--- src/rtl/seg7_scanner_pkg.sv ---
// Shared definitions for the 4-digit multiplexed seven-segment scanner:
// FSM encoding, digit count and active-low glyph patterns {g,f,e,d,c,b,a}.
package seg7_scanner_pkg;

  typedef enum logic [1:0] {
    ST_IDLE  = 2'd0,
    ST_SHOW  = 2'd1,
    ST_BLANK = 2'd2
  } state_t;

  localparam int NUM_DIGITS = 4;

  localparam logic [3:0] AN_OFF  = 4'b1111;
  localparam logic [6:0] SEG_OFF = 7'b1111111;

  localparam logic [6:0] GLYPH_0 = 7'b1000000;
  localparam logic [6:0] GLYPH_1 = 7'b1111001;
  localparam logic [6:0] GLYPH_2 = 7'b0100100;
  localparam logic [6:0] GLYPH_3 = 7'b0110000;
  localparam logic [6:0] GLYPH_4 = 7'b0011001;
  localparam logic [6:0] GLYPH_5 = 7'b0010010;
  localparam logic [6:0] GLYPH_6 = 7'b0000010;
  localparam logic [6:0] GLYPH_7 = 7'b1111000;
  localparam logic [6:0] GLYPH_8 = 7'b0000000;
  localparam logic [6:0] GLYPH_9 = 7'b0010000;
  localparam logic [6:0] GLYPH_A = 7'b0001000;
  localparam logic [6:0] GLYPH_B = 7'b0000011;
  localparam logic [6:0] GLYPH_C = 7'b1000110;
  localparam logic [6:0] GLYPH_D = 7'b0100001;
  localparam logic [6:0] GLYPH_E = 7'b0000110;
  localparam logic [6:0] GLYPH_F = 7'b0001110;

endpackage

--- src/rtl/seg7_decode.sv ---
// Combinational hex nibble to active-low seven-segment glyph decoder.
module seg7_decode
  import seg7_scanner_pkg::*;
(
  input  logic [3:0] nib,
  output logic [6:0] seg_n
);

  // Table lookup of the glyph for one hex digit
  always_comb begin
    seg_n = SEG_OFF;
    case (nib)
      4'h0: seg_n = GLYPH_0;
      4'h1: seg_n = GLYPH_1;
      4'h2: seg_n = GLYPH_2;
      4'h3: seg_n = GLYPH_3;
      4'h4: seg_n = GLYPH_4;
      4'h5: seg_n = GLYPH_5;
      4'h6: seg_n = GLYPH_6;
      4'h7: seg_n = GLYPH_7;
      4'h8: seg_n = GLYPH_8;
      4'h9: seg_n = GLYPH_9;
      4'hA: seg_n = GLYPH_A;
      4'hB: seg_n = GLYPH_B;
      4'hC: seg_n = GLYPH_C;
      4'hD: seg_n = GLYPH_D;
      4'hE: seg_n = GLYPH_E;
      default: seg_n = GLYPH_F;
    endcase
  end

endmodule

--- src/rtl/seg7_scanner.sv ---
// Four-digit multiplexed seven-segment scanner. Steps one digit per
// scan_tick with optional all-off blanking between digits, latches the
// displayed frame at digit 0, and registers every output so the display
// changes on the same edge that samples the tick.
module seg7_scanner
  import seg7_scanner_pkg::*;
#(
  parameter int BLANK_TICKS = 1
)
(
  input  logic        clk,
  input  logic        rst_n,
  input  logic        scan_tick,
  input  logic        enable,
  input  logic [15:0] digits,
  input  logic [3:0]  dp_mask,
  input  logic        lz_suppress,
  output logic [3:0]  an,
  output logic [6:0]  seg,
  output logic        dp,
  output logic        frame_start
);

  localparam int IDX_W = $clog2(NUM_DIGITS);
  localparam int CNT_W = (BLANK_TICKS < 1) ? 1 : $clog2(BLANK_TICKS + 1);
  localparam logic [CNT_W-1:0] CNT_INIT = CNT_W'(BLANK_TICKS);

  // Leading-zero blanking: a digit is dark when it and every digit to its
  // left are zero; the rightmost digit always shows.
  function automatic logic lz_blank(input logic [15:0] d, input logic lz,
                                    input logic [IDX_W-1:0] i);
    logic b;
    case (i)
      2'd3:    b = (d[15:12] == 4'h0);
      2'd2:    b = (d[15:8]  == 8'h00);
      2'd1:    b = (d[15:4]  == 12'h000);
      default: b = 1'b0;
    endcase
    return lz & b;
  endfunction

  state_t             state, state_nxt;
  logic [IDX_W-1:0]   idx, idx_nxt;
  logic [CNT_W-1:0]   cnt, cnt_nxt;
  logic               latch;

  logic [15:0]        dig_sh, dig_sh_nxt;
  logic [3:0]         dpm_sh, dpm_sh_nxt;
  logic               lz_sh, lz_sh_nxt;

  logic [3:0]         nib_nxt;
  logic [6:0]         glyph_nxt;
  logic [3:0]         an_nxt;
  logic [6:0]         seg_nxt;
  logic               dp_nxt;

  // Control state: FSM, digit index and blanking counter
  always_ff @(posedge clk or negedge rst_n) begin
    if (!rst_n) begin
      state <= ST_IDLE;
      idx   <= '0;
      cnt   <= '0;
    end else begin
      state <= state_nxt;
      idx   <= idx_nxt;
      cnt   <= cnt_nxt;
    end
  end

  // Next-state logic; enable low forces IDLE regardless of the tick
  always_comb begin
    state_nxt = state;
    idx_nxt   = idx;
    cnt_nxt   = cnt;
    latch     = 1'b0;
    if (!enable) begin
      state_nxt = ST_IDLE;
    end else begin
      case (state)
        ST_IDLE: begin
          if (scan_tick) begin
            state_nxt = ST_SHOW;
            idx_nxt   = '0;
            latch     = 1'b1;
          end
        end
        ST_SHOW: begin
          if (scan_tick) begin
            if (BLANK_TICKS == 0) begin
              idx_nxt = idx + IDX_W'(1);
              latch   = (idx == IDX_W'(NUM_DIGITS - 1));
            end else begin
              state_nxt = ST_BLANK;
              cnt_nxt   = CNT_INIT;
            end
          end
        end
        ST_BLANK: begin
          if (scan_tick) begin
            if (cnt <= CNT_W'(1)) begin
              state_nxt = ST_SHOW;
              idx_nxt   = idx + IDX_W'(1);
              cnt_nxt   = '0;
              latch     = (idx == IDX_W'(NUM_DIGITS - 1));
            end else begin
              cnt_nxt = cnt - CNT_W'(1);
            end
          end
        end
        default: state_nxt = ST_IDLE;
      endcase
    end
  end

  // The outputs of a latching edge must already use the new frame values
  assign dig_sh_nxt = latch ? digits      : dig_sh;
  assign dpm_sh_nxt = latch ? dp_mask     : dpm_sh;
  assign lz_sh_nxt  = latch ? lz_suppress : lz_sh;
  assign nib_nxt    = dig_sh_nxt[{idx_nxt, 2'b00} +: 4];

  seg7_decode u_decode (
    .nib   (nib_nxt),
    .seg_n (glyph_nxt)
  );

  // Output values for the state being entered on this edge
  always_comb begin
    an_nxt  = AN_OFF;
    seg_nxt = SEG_OFF;
    dp_nxt  = 1'b1;
    if (state_nxt == ST_SHOW) begin
      an_nxt[idx_nxt] = 1'b0;
      seg_nxt = lz_blank(dig_sh_nxt, lz_sh_nxt, idx_nxt) ? SEG_OFF : glyph_nxt;
      dp_nxt  = ~dpm_sh_nxt[idx_nxt];
    end
  end

  // Frame shadow registers, loaded only at a frame latch
  always_ff @(posedge clk or negedge rst_n) begin
    if (!rst_n) begin
      dig_sh <= '0;
      dpm_sh <= '0;
      lz_sh  <= 1'b0;
    end else begin
      dig_sh <= dig_sh_nxt;
      dpm_sh <= dpm_sh_nxt;
      lz_sh  <= lz_sh_nxt;
    end
  end

  // Registered display outputs; reset blanks the display immediately
  always_ff @(posedge clk or negedge rst_n) begin
    if (!rst_n) begin
      an          <= AN_OFF;
      seg         <= SEG_OFF;
      dp          <= 1'b1;
      frame_start <= 1'b0;
    end else begin
      an          <= an_nxt;
      seg         <= seg_nxt;
      dp          <= dp_nxt;
      frame_start <= latch;
    end
  end

endmodule

--- config.mk ---
export PLATFORM = sky130hd
export DESIGN_NAME = seg7_scanner
export DESIGN_NICKNAME = d
export VERILOG_FILES = /design/src/rtl/seg7_scanner_pkg.sv /design/src/rtl/seg7_decode.sv /design/src/rtl/seg7_scanner.sv
export SDC_FILE = /design/constraint.sdc
export NUM_CORES = 1
export LEC_CHECK = 0
export ABC_AREA = 1
export BUFFER_PORTS_ARGS = -buffer_cell sky130_fd_sc_hd__buf_2
export CORE_MARGIN = 2
export CORE_UTILIZATION = 50
export DETAILED_ROUTE_END_ITERATION = 8
export PLACE_DENSITY = 0.72
export SYNTH_ARGS = -nofsm -noshare
export SYNTH_HDL_FRONTEND = slang
export SYNTH_SLANG_ARGS = --single-unit
--- constraint.sdc ---
create_clock -name clk -period 6.15 [get_ports clk]
set_clock_uncertainty 0.1 [all_clocks]
set_input_delay 0.615 -clock clk [delete_from_list [all_inputs] [get_ports clk]]
set_output_delay 0.615 -clock clk [all_outputs]
set_load 0.01 [all_outputs]
# Yosys cells after proc, flatten, opt, wreduce, memory -nomap -nowiden
# Memories as Yosys holds them, arrays and structs flattened.
# Cells that the tools add are included.
# W data, S select, Z words.
[word_totals]
register_bits = 39
romBits = 112
input_bits = 25
output_inout_bits = 13
word_cells = 69
n_memories = 1
[op_classes]
n_addsub = 2
order_cmp = 3
eq_ne = 9
n_shift = 1
n_mux = 33
bitwise_logic = 3
reduce_logical = 7
[mem_list]
columns = ["name", "words", "width", "read_ports", "rd_ports_with_merged_regs", "write_ports", "line_no", "text"]
rows = [
  ["(no name shown)", 16, 7, 1, 0, 0, "seg7_decode.sv:12", "case (nib)"],
]
[op_table]
columns = ["cell", "count"]
rows = [
  ["$mux W2", 9],
  ["$mux W16", 1],
  ["$shiftx A16 B5 Y4", 1],
  ["$mux W7", 2],
  ["$logic_not A12 Y1", 1],
  ["$mux W1", 12],
  ["$eq A2 B2 Y1 const B", 4],
  ["$logic_not A8 Y1", 1],
  ["$mux W4", 2],
  ["$eq A2 B1 Y1 const B", 3],
  ["$pmux W2 S3", 1],
  ["$logic_not A4 Y1", 1],
  ["$ne A2 B2 Y1 const B", 2],
  ["$not A4 Y4", 1],
  ["$pmux W1 S2", 2],
  ["$pmux W2 S2", 1],
  ["$reduce_and A4 Y1", 1],
  ["$lt A2 B3 Y1 const B", 1],
  ["$pmux W1 S3", 1],
  ["$add A2 B1 Y2 const B", 1],
  ["$bmux W1 S2", 1],
  ["$demux W1 S2", 1],
  ["$ge A2 B1 Y1 const B", 1],
  ["$logic_not A2 Y1", 1],
  ["other kinds (6)", 6],
]

# Logic depth before layout (Yosys ltp)
# Gate-level depths: netlist of the first run.
[logic_depth]
depth_word = 12
depth_mapped = 16
depth_no_buf = 15

# Cells and area by module
# A second synthesis of the first run with hierarchy kept.
[unflattened]
hier_cells = 247
area_unflattened_um2 = 1975.6
[modules_own_cells]
columns = ["module", "instances", "cells_per_inst", "area_each_um2", "seq_area_each_um2"]
rows = [
  ["seg7_scanner", 1, 198, 1701.6, 965.9],
  ["seg7_decode", 1, 49, 274.0, 0.0],
]

# Worst setup path after synthesis of the first run
# Ideal clock, no wire load.
[synth_path]
path_type = "input -> register"
start = "input port scan_tick"
end = "register seg[1]"
setup_ps = 81
arrival_ps = 2170
t_required_ps = 5969
setup_slack_ps = 3799
cell_stages = 15
path_buffers = 0
cell_sequence = "inv_2 ha_1 inv_1 nand2_1 nand3_1 nand2_1 nor2_2 nand2_1 nand2_1 nor2_2 ha_1 nand2_1 nand2_1 nand2_1 nand2_1"
[synth_via]
elab_chain_cells = 10
word_cells_on_any_way = 29
cone_classes = "eq/ne (4); shift (1); mux (19); bitwise (1); reduce/logical (3); memory (1)"
[synth_rtl]
columns = ["item", "line_no", "text"]
rows = [
  ["start: declaration", "seg7_scanner.sv:13", "input logic scan_tick,"],
  ["branches (longest 9 deep; another with $mem_v2 Z16 W7)", "-", ""],
  ["$mux W7 (*)", "seg7_scanner.sv:131", "if (state_nxt == ST_SHOW) begin"],
  ["named net seg_nxt[1]", "seg7_scanner.sv:54", "logic [6:0] seg_nxt;"],
  ["end signal: assignment", "seg7_scanner.sv:160", "seg <= seg_nxt;"],
  ["end: declaration", "seg7_scanner.sv:19", "output logic [6:0] seg,"],
]
# Mark *: on every way through the listed nets, which the timed path passes. The select of a mux whose other input is x is not followed.
# A chain may end at the register's enable or synchronous reset.

# Final worst setup path of the first run
[layout_path]
start = "register idx[0]"
end = "register seg[3]"
[layout_via]
elab_chain_cells = 12
word_cells_on_any_way = 26
cone_classes = "add/sub (1); eq/ne (4); shift (1); mux (15); bitwise (1); reduce/logical (3); memory (1)"
[layout_rtl]
columns = ["item", "line_no", "text"]
rows = [
  ["start: declaration", "seg7_scanner.sv:43", "logic [IDX_W-1:0] idx, idx_nxt;"],
  ["start signal: assignment", "seg7_scanner.sv:65", "idx <= idx_nxt;"],
  ["branches (longest 10 deep; another with $mem_v2 Z16 W7)", "-", ""],
  ["$mux W7 (*)", "seg7_scanner.sv:133", "seg_nxt = lz_blank(dig_sh_nxt, lz_sh_nxt, idx_nxt) ? SEG_OFF : glyph_nxt;"],
  ["$mux W7 (*)", "seg7_scanner.sv:131", ""],
  ["named net seg_nxt[3]", "seg7_scanner.sv:54", ""],
]
# Marks and branches as above.

==> flow_metrics.tcl, run 1 <==
set metrics [dict create \
    wl_per_cell_um 12.5 \
    p_leak_uw 0.00139 \
    hold_violations 0 \
    rsz0062_at_grt "false" \
    drt-vias-per-instance 5.00 \
    worst_path_largest_cell_delay_ns 0.40 \
    yosys-top-cells-area "dfrtp_1 (29%), nand2_1 (20%), dfstp_2 (14%)" \
    num_io_pins 38 \
    nets 376 \
    syn2layout_area_growth_pct 15.3 \
    start_util_pct 52.0 \
    cts_resized 0 \
    max_slew_margin_pct 45.3 \
    yosys_warnings 0 \
    insertion_delay_ns 0.30 \
    cp-start-kind "register" \
    status "finished clean" \
    finalCriticalPeriod_ns 2.59 \
    hp-class "in2async" \
    clkSlewWorstSetupHoldPaths_ns 0.08 \
    crit_type "reg2reg" \
    clock-root-buffer "clkbuf_8" \
    hpwl_mm 3.61 \
    ir_drop_v 0.000182 \
    setup_viol 0 \
    required_ns 6.26 \
    clockBufferDepth 2 \
    syn-cell-area_sq_um 2260 \
    worstMarginPinSlew_ns 0.821 \
    max_freq_mhz 386 \
    yosysSeqAreaShare_pct 42.7 \
    grt_antenna_before_repair 0 \
    synth_commonest_cells "nand2_1 (122), nand3_1 (42), inv_1 (33)" \
    power_density_nw_per_um2 310 \
    period_share_pct 42.1 \
    r2r_slack_ns 3.56 \
    vias 1985 \
    die-height_um 71.3 \
    die_w_um 71.3 \
    max_cap_viol_count 0 \
    cts_setup_buffers 0 \
    crit_chain "ha_1 -> inv_1 -> nand2_2 -> nand3_4 -> o21ai_0 -> nor2_1 -> nor2_1 -> nand2_1 -> ha_1 -> nand2_1 -> nand2_1 -> nand2_1 -> nand3_1" \
    postRouteAntennaNets 0 \
    port_buffers 37 \
    grt_pass1_vias 1888 \
    utilization_pct 59.9 \
    synthArstFlopShare_pct 100 \
    fin_setup_tns_ns 0 \
    yosysTopAreaCellShare_pct 28.7 \
    htree_levels 2 \
    slowest_stage "dfrtp_1" \
    cts_sinks 38 \
    dr.pass1.iters 4 \
    place_area_sq_um 2470 \
    synth_cells 305 \
    grt_max_degree 39 \
    drive_above_1_share_pct 26.4 \
    numCtsBuffers 5 \
    synthMostInstantiatedCell "nand2_1" \
    routed_wl_mm 4.98 \
    n_antenna_cell 0 \
    track_usage_pct 21.5 \
    arrival_ns 2.70 \
    synth_flop_cell "dfrtp_1" \
    syn_nets 337 \
    drtIter0Drc 127 \
    grt_pass1_wl_mm 8.68 \
    gp_congestion 0.903 \
    drc 0 \
    syn_avg_cell_area_sq_um 7.42 \
    synth_edf_count 0 \
    synth_top_area_cell "dfrtp_1" \
    fin_area_sq_um 2610 \
    synth.distinct_cells 26 \
    rows 24 \
    core-area_sq_um 4350 \
    overflow 0 \
    slew_viol_final 0 \
    ys_ff_latch 38 \
    ctsHoldBuffers 0 \
    critical_path.max_fanout 32 \
    die-area_sq_um 5080 \
    cpMostUsedCell "nand2_1" \
    tritoncts "done" \
    critPathCaptureType "register" \
]
stage by stage:
stage / hold WS, ns / total power (uW) / setup slack [ns] / std cells
after floorplan: 0.219 / 486 / 3.80 / 305
after global placement: 0.360 / 543 / 3.38 / 389
after detailed placement: 0.362 / 547 / 3.37 / 389
after CTS: 0.337 / 814 / 3.55 / 397
after global routing: 0.387 / 860 / 3.27 / 397
final: 0.305 / 809 / 3.56 / 397
power by group:
| group | leakage [uW] | switching (uW) | internal [uW] | total [uW] |
|---|---|---|---|---|
| clock | 0.0000714 | 91.6 | 173 | 265 |
| sequential | 0.000445 | 11.8 | 293 | 305 |
| combinational | 0.000875 | 159 | 80.2 | 239 |
| total | 0.00139 | 263 | 546 | 809 |
worst paths after layout:
check,start,endpoint,cells past startpoint
setup / recovery,idx[0],seg[3],13
hold / removal,rst_n,dig_sh[3],1
setup reg to reg,idx[0],seg[3],13
hold reg to reg,lz_sh,lz_sh,2
max in group asynchronous,rst_n,dig_sh[13],1
min in group clk,lz_sh,lz_sh,2
registers in the layout, indices dropped and copies added (netlist names):
register / cells
dp: 1
lz_sh: 1
idx: 2
seg: 7
an: 4
frame_start: 1
state: 2
dpm_sh: 4
dig_sh: 16
final cells by class:
cell class / count / area, sq um
Clock buffer: 6 / 82.6
Multi-Input combinational cell: 225 / 1110
Clock inverter: 2 / 60.1
Fill cell: 400 / 1750
Timing Repair Buffer: 37 / 185
Tap cell: 52 / 65.1
Inverter: 37 / 139
Sequential cell: 38 / 966
metal layers:
metal  vias to the layer above  track usage (%)  wire length, um  part of all wire, %
li1                       1024                -                -                    -
met1                       896             28.8             2280                   46
met2                        59             35.5             2340                   47
met3                         6             4.22              302                  6.1
met4                         0             6.71               56                  1.1
met5                         -                0                0                    0
kinds of logic after synthesis:
group,synth area share (%)
flip-flops,42.7
AND/OR/NAND/NOR,42.0
adder cells (fa/ha/maj),3.87
buffers and inverters,8.24
AO/OA/AOI/OAI,3.21
placed cells by master (no fill, tap or decap), types with 2 or more instances in the layout:
master,instances
dfstp_2,12
dfrtp_1,26
nor2_1,16
nand2_1,122
nor2_2,7
inv_2,4
inv_1,33
nand3_1,42
clkbuf_8,6
bufinv_16,2
nand2_2,12
o21ai_1,2
buf_2,37
ha_1,7
nor2_4,4
o21ai_2,2
o21ai_0,2
critical path, delay by kind of cell (launching register included):
family                     cells  cell delay, ns
buffers and inverters          1            0.04
DFF                            1            0.40
AOI/OAI and AO/OA              1            0.39
adders and majority gates      2            0.38
and+or+nand+nor                9            1.21
No activity file was read; power rests on OpenSTA's default activity.
==> run 2: changes to the inputs <==
- ABC_AREA: 1 -> 0
- PLACE_DENSITY: 0.72 -> 0.73
- clock period: 6.15 -> 2.6 ns (I/O delays scaled with it)
==> run 2 against run 1 <==
- largest power group unchanged
- final area fell by 2.0%
- the flow now finishes with violations (negative setup slack)
- global-route usage fell by 3.0 points
- wire length fell by 22%
- worst setup slack got worse by 3.6 ns
- register-to-register slack got worse by 3.6 ns
- highest routed layer unchanged
==> flow_metrics.tcl, run 2 <==
set metrics [dict create \
    pwr-share-comb_pct 38.6 \
    nets 263 \
    cp-start-kind "register" \
    arrival_ns 2.70 \
    num_io_pins 38 \
    num-fill-cells 308 \
    max_slew_margin_pct 44.6 \
    p_sw_share_pct 32.6 \
    cts_sinks 38 \
    top_register "dig_sh" \
    grt_pass1_vias 1303 \
    pwr-share-clk_pct 22.1 \
    die_w_um 67.5 \
    synth_flop_cell "dfrtp_1" \
    timing.rr.start "idx[0]" \
    hold_violations 0 \
    critPathCaptureType "register" \
    worstMarginPinSlew_ns 0.831 \
    die-area_sq_um 4550 \
    clockBufferDepth 2 \
    drtIter0Drc 51 \
    drc 0 \
    n_antenna_cell 0 \
    track_usage_pct 18.5 \
    insertion_delay_ns 0.29 \
    wl_per_cell_um 13.8 \
    yosys-top-cells-area "dfrtp_1 (32%), dfstp_2 (16%), mux2i_1 (8.9%)" \
    hpwl_mm 2.79 \
    postRouteAntennaNets 0 \
    setup_viol 1 \
    die-height_um 67.5 \
    rows 23 \
    synth_top_area_cell "dfrtp_1" \
    gp_congestion 0.870 \
    syn-cell-area_sq_um 2010 \
    p_int_uw 1260 \
    drive_above_1_share_pct 51.7 \
    rsz0062_at_grt "true" \
    required_ns 2.69 \
    seq_power_share_pct 39.3 \
    ir_drop_v 0.000373 \
    yosysTopAreaCellShare_pct 32.3 \
    hold_depth 3 \
    grt_pass1_wl_mm 6.04 \
    yosys_warnings 0 \
    r2r-end "seg[3]" \
    syn_nets 202 \
    min_delay_worst_endpoint "dig_sh[2]" \
    htree_levels 2 \
    dr.pass1.iters 4 \
    core-area_sq_um 3940 \
    period_share_pct 100 \
    final_cell_mix "buf_2 (37), dfrtp_1 (26), buf_4 (21)" \
    critical_path.max_fanout 6 \
    fin_setup_tns_ns -0.00603 \
    finalCriticalPeriod_ns 2.61 \
    ys_ff_latch 38 \
    synth_cells 170 \
    numCtsBuffers 5 \
    hp-class "in2reg" \
    start_util_pct 51.1 \
    fin_cells 282 \
    vias 1417 \
    synth.distinct_cells 37 \
    grt_max_degree 39 \
    largest_register_ffs 16 \
    violations "negative setup slack" \
    yosysSeqAreaShare_pct 48.0 \
    tritoncts "done" \
    dp.cells 265 \
    p_leak_uw 0.00119 \
    syn_avg_cell_area_sq_um 11.8 \
    synthMostInstantiatedCell "dfrtp_1" \
    clkSlewWorstSetupHoldPaths_ns 0.07 \
    drt-vias-per-instance 5.02 \
    worst_r2r_path_depth 11 \
    hp-start "digits[2]" \
    grt_antenna_before_repair 0 \
    overflow 0 \
    reg_top3 "dig_sh: 16 flops, seg: 7 flops" \
    setup_slack_ns -0.00603 \
    status "finished with violations" \
    port_buffers 37 \
    slew_viol_final 0 \
    final_common_cell "buf_2" \
    max_cap_viol_count 0 \
    clock-root-buffer "clkbuf_8" \
    routed_wl_mm 3.90 \
    synthArstFlopShare_pct 100 \
    syn2layout_area_growth_pct 27.0 \
    crit_type "reg2reg" \
    power.switching_uw 609 \
    synth_commonest_cells "dfrtp_1 (26), inv_1 (22), mux2i_1 (18)" \
    max_freq_mhz 384 \
    power_density_nw_per_um2 731 \
    synth_edf_count 0 \
    r2r_slack_ns -0.006 \
]
-- run 2: power groups by stage --
stage | sequential [uW] | combinational, uW | clock (uW)
6_report | 735 | 721 | 413
2_1_floorplan | 748 | 416 | 0
4_1_cts | 730 | 600 | 422
3_5_place_dp | 740 | 595 | 0
5_1_grt | 745 | 796 | 447
3_3_place_gp | 737 | 587 | 0
-- run 2: logic make-up after synthesis --
kind of cell | count (synthesis) | share of synthesized area [%]
adder cells (fa/ha/maj) | 7 | 4.35
flip-flops | 38 | 48.0
AND/OR/NAND/NOR | 38 | 9.57
buffers and inverters | 31 | 9.51
multiplexers | 33 | 19.9
AO/OA/AOI/OAI | 23 | 8.64
-- run 2: final cells by class --
| class | instances | area, sq um | share of cell area (%) |
|---|---|---|---|
| inverter | 24 | 92.6 | 3.62 |
| tap | 50 | 62.6 | 2.45 |
| timing repair buffer | 61 | 375 | 14.7 |
| clock inverter | 1 | 5.00 | 0.196 |
| sequential | 38 | 966 | 37.8 |
| multi-input combinational | 101 | 970 | 37.9 |
| clock buffer | 7 | 86.3 | 3.38 |
-- run 2: repair_timing --
item,in CTS,in global routing
gates resized for setup,1,26
endpoints found under the setup margin,2,7
hold endpoints to repair,18,0
setup buffers,0,8
hold buffers,1,0
pin swaps,1,9
-- run 2: per-stage QoR --
step	util [%]	setup WS, ns	hold WS (ns)	instance area [sq um]	power [uW]
after floorplan	-	0.0600	-0.136	2010	1160
after global placement	57.6	0.0402	0.302	2270	1320
after detailed placement	57.6	-0.0359	0.305	2270	1330
after CTS	60.3	-0.00286	0.113	2380	1750
after global routing	64.9	-0.109	0.119	2560	1990
final	64.9	-0.00603	0.109	2560	1870
-- run 2: worst max-delay path: stages (launching register included) --
cell and delay (ns):
dfrtp_1 0.39, buf_4 0.14, ha_1 0.26, inv_1 0.03
mux2i_1 0.13, a31o_2 0.23, mux4_2 0.63, inv_4 0.13
ha_4 0.21, nand2_2 0.05, o211ai_1 0.11, o311ai_2 0.10
-- run 2: per-layer routing --
| layer | track usage (%) | wire length (um) | vias up |
|---|---|---|---|
| li1 | - | - | 695 |
| met1 | 22.5 | 1650 | 693 |
| met2 | 31.1 | 2060 | 24 |
| met3 | 5.00 | 118 | 5 |
| met4 | 7.65 | 69 | 0 |
| met5 | 0 | 0 | - |
-- run 2: how the worst max path moves through the flow --
stage              start      to
6_report          idx[0]  seg[3]
3_3_place_gp   scan_tick  seg[3]
2_1_floorplan     idx[0]  seg[3]
3_5_place_dp      idx[0]  seg[0]
4_1_cts           idx[0]  seg[0]
5_1_grt           idx[1]  seg[3]
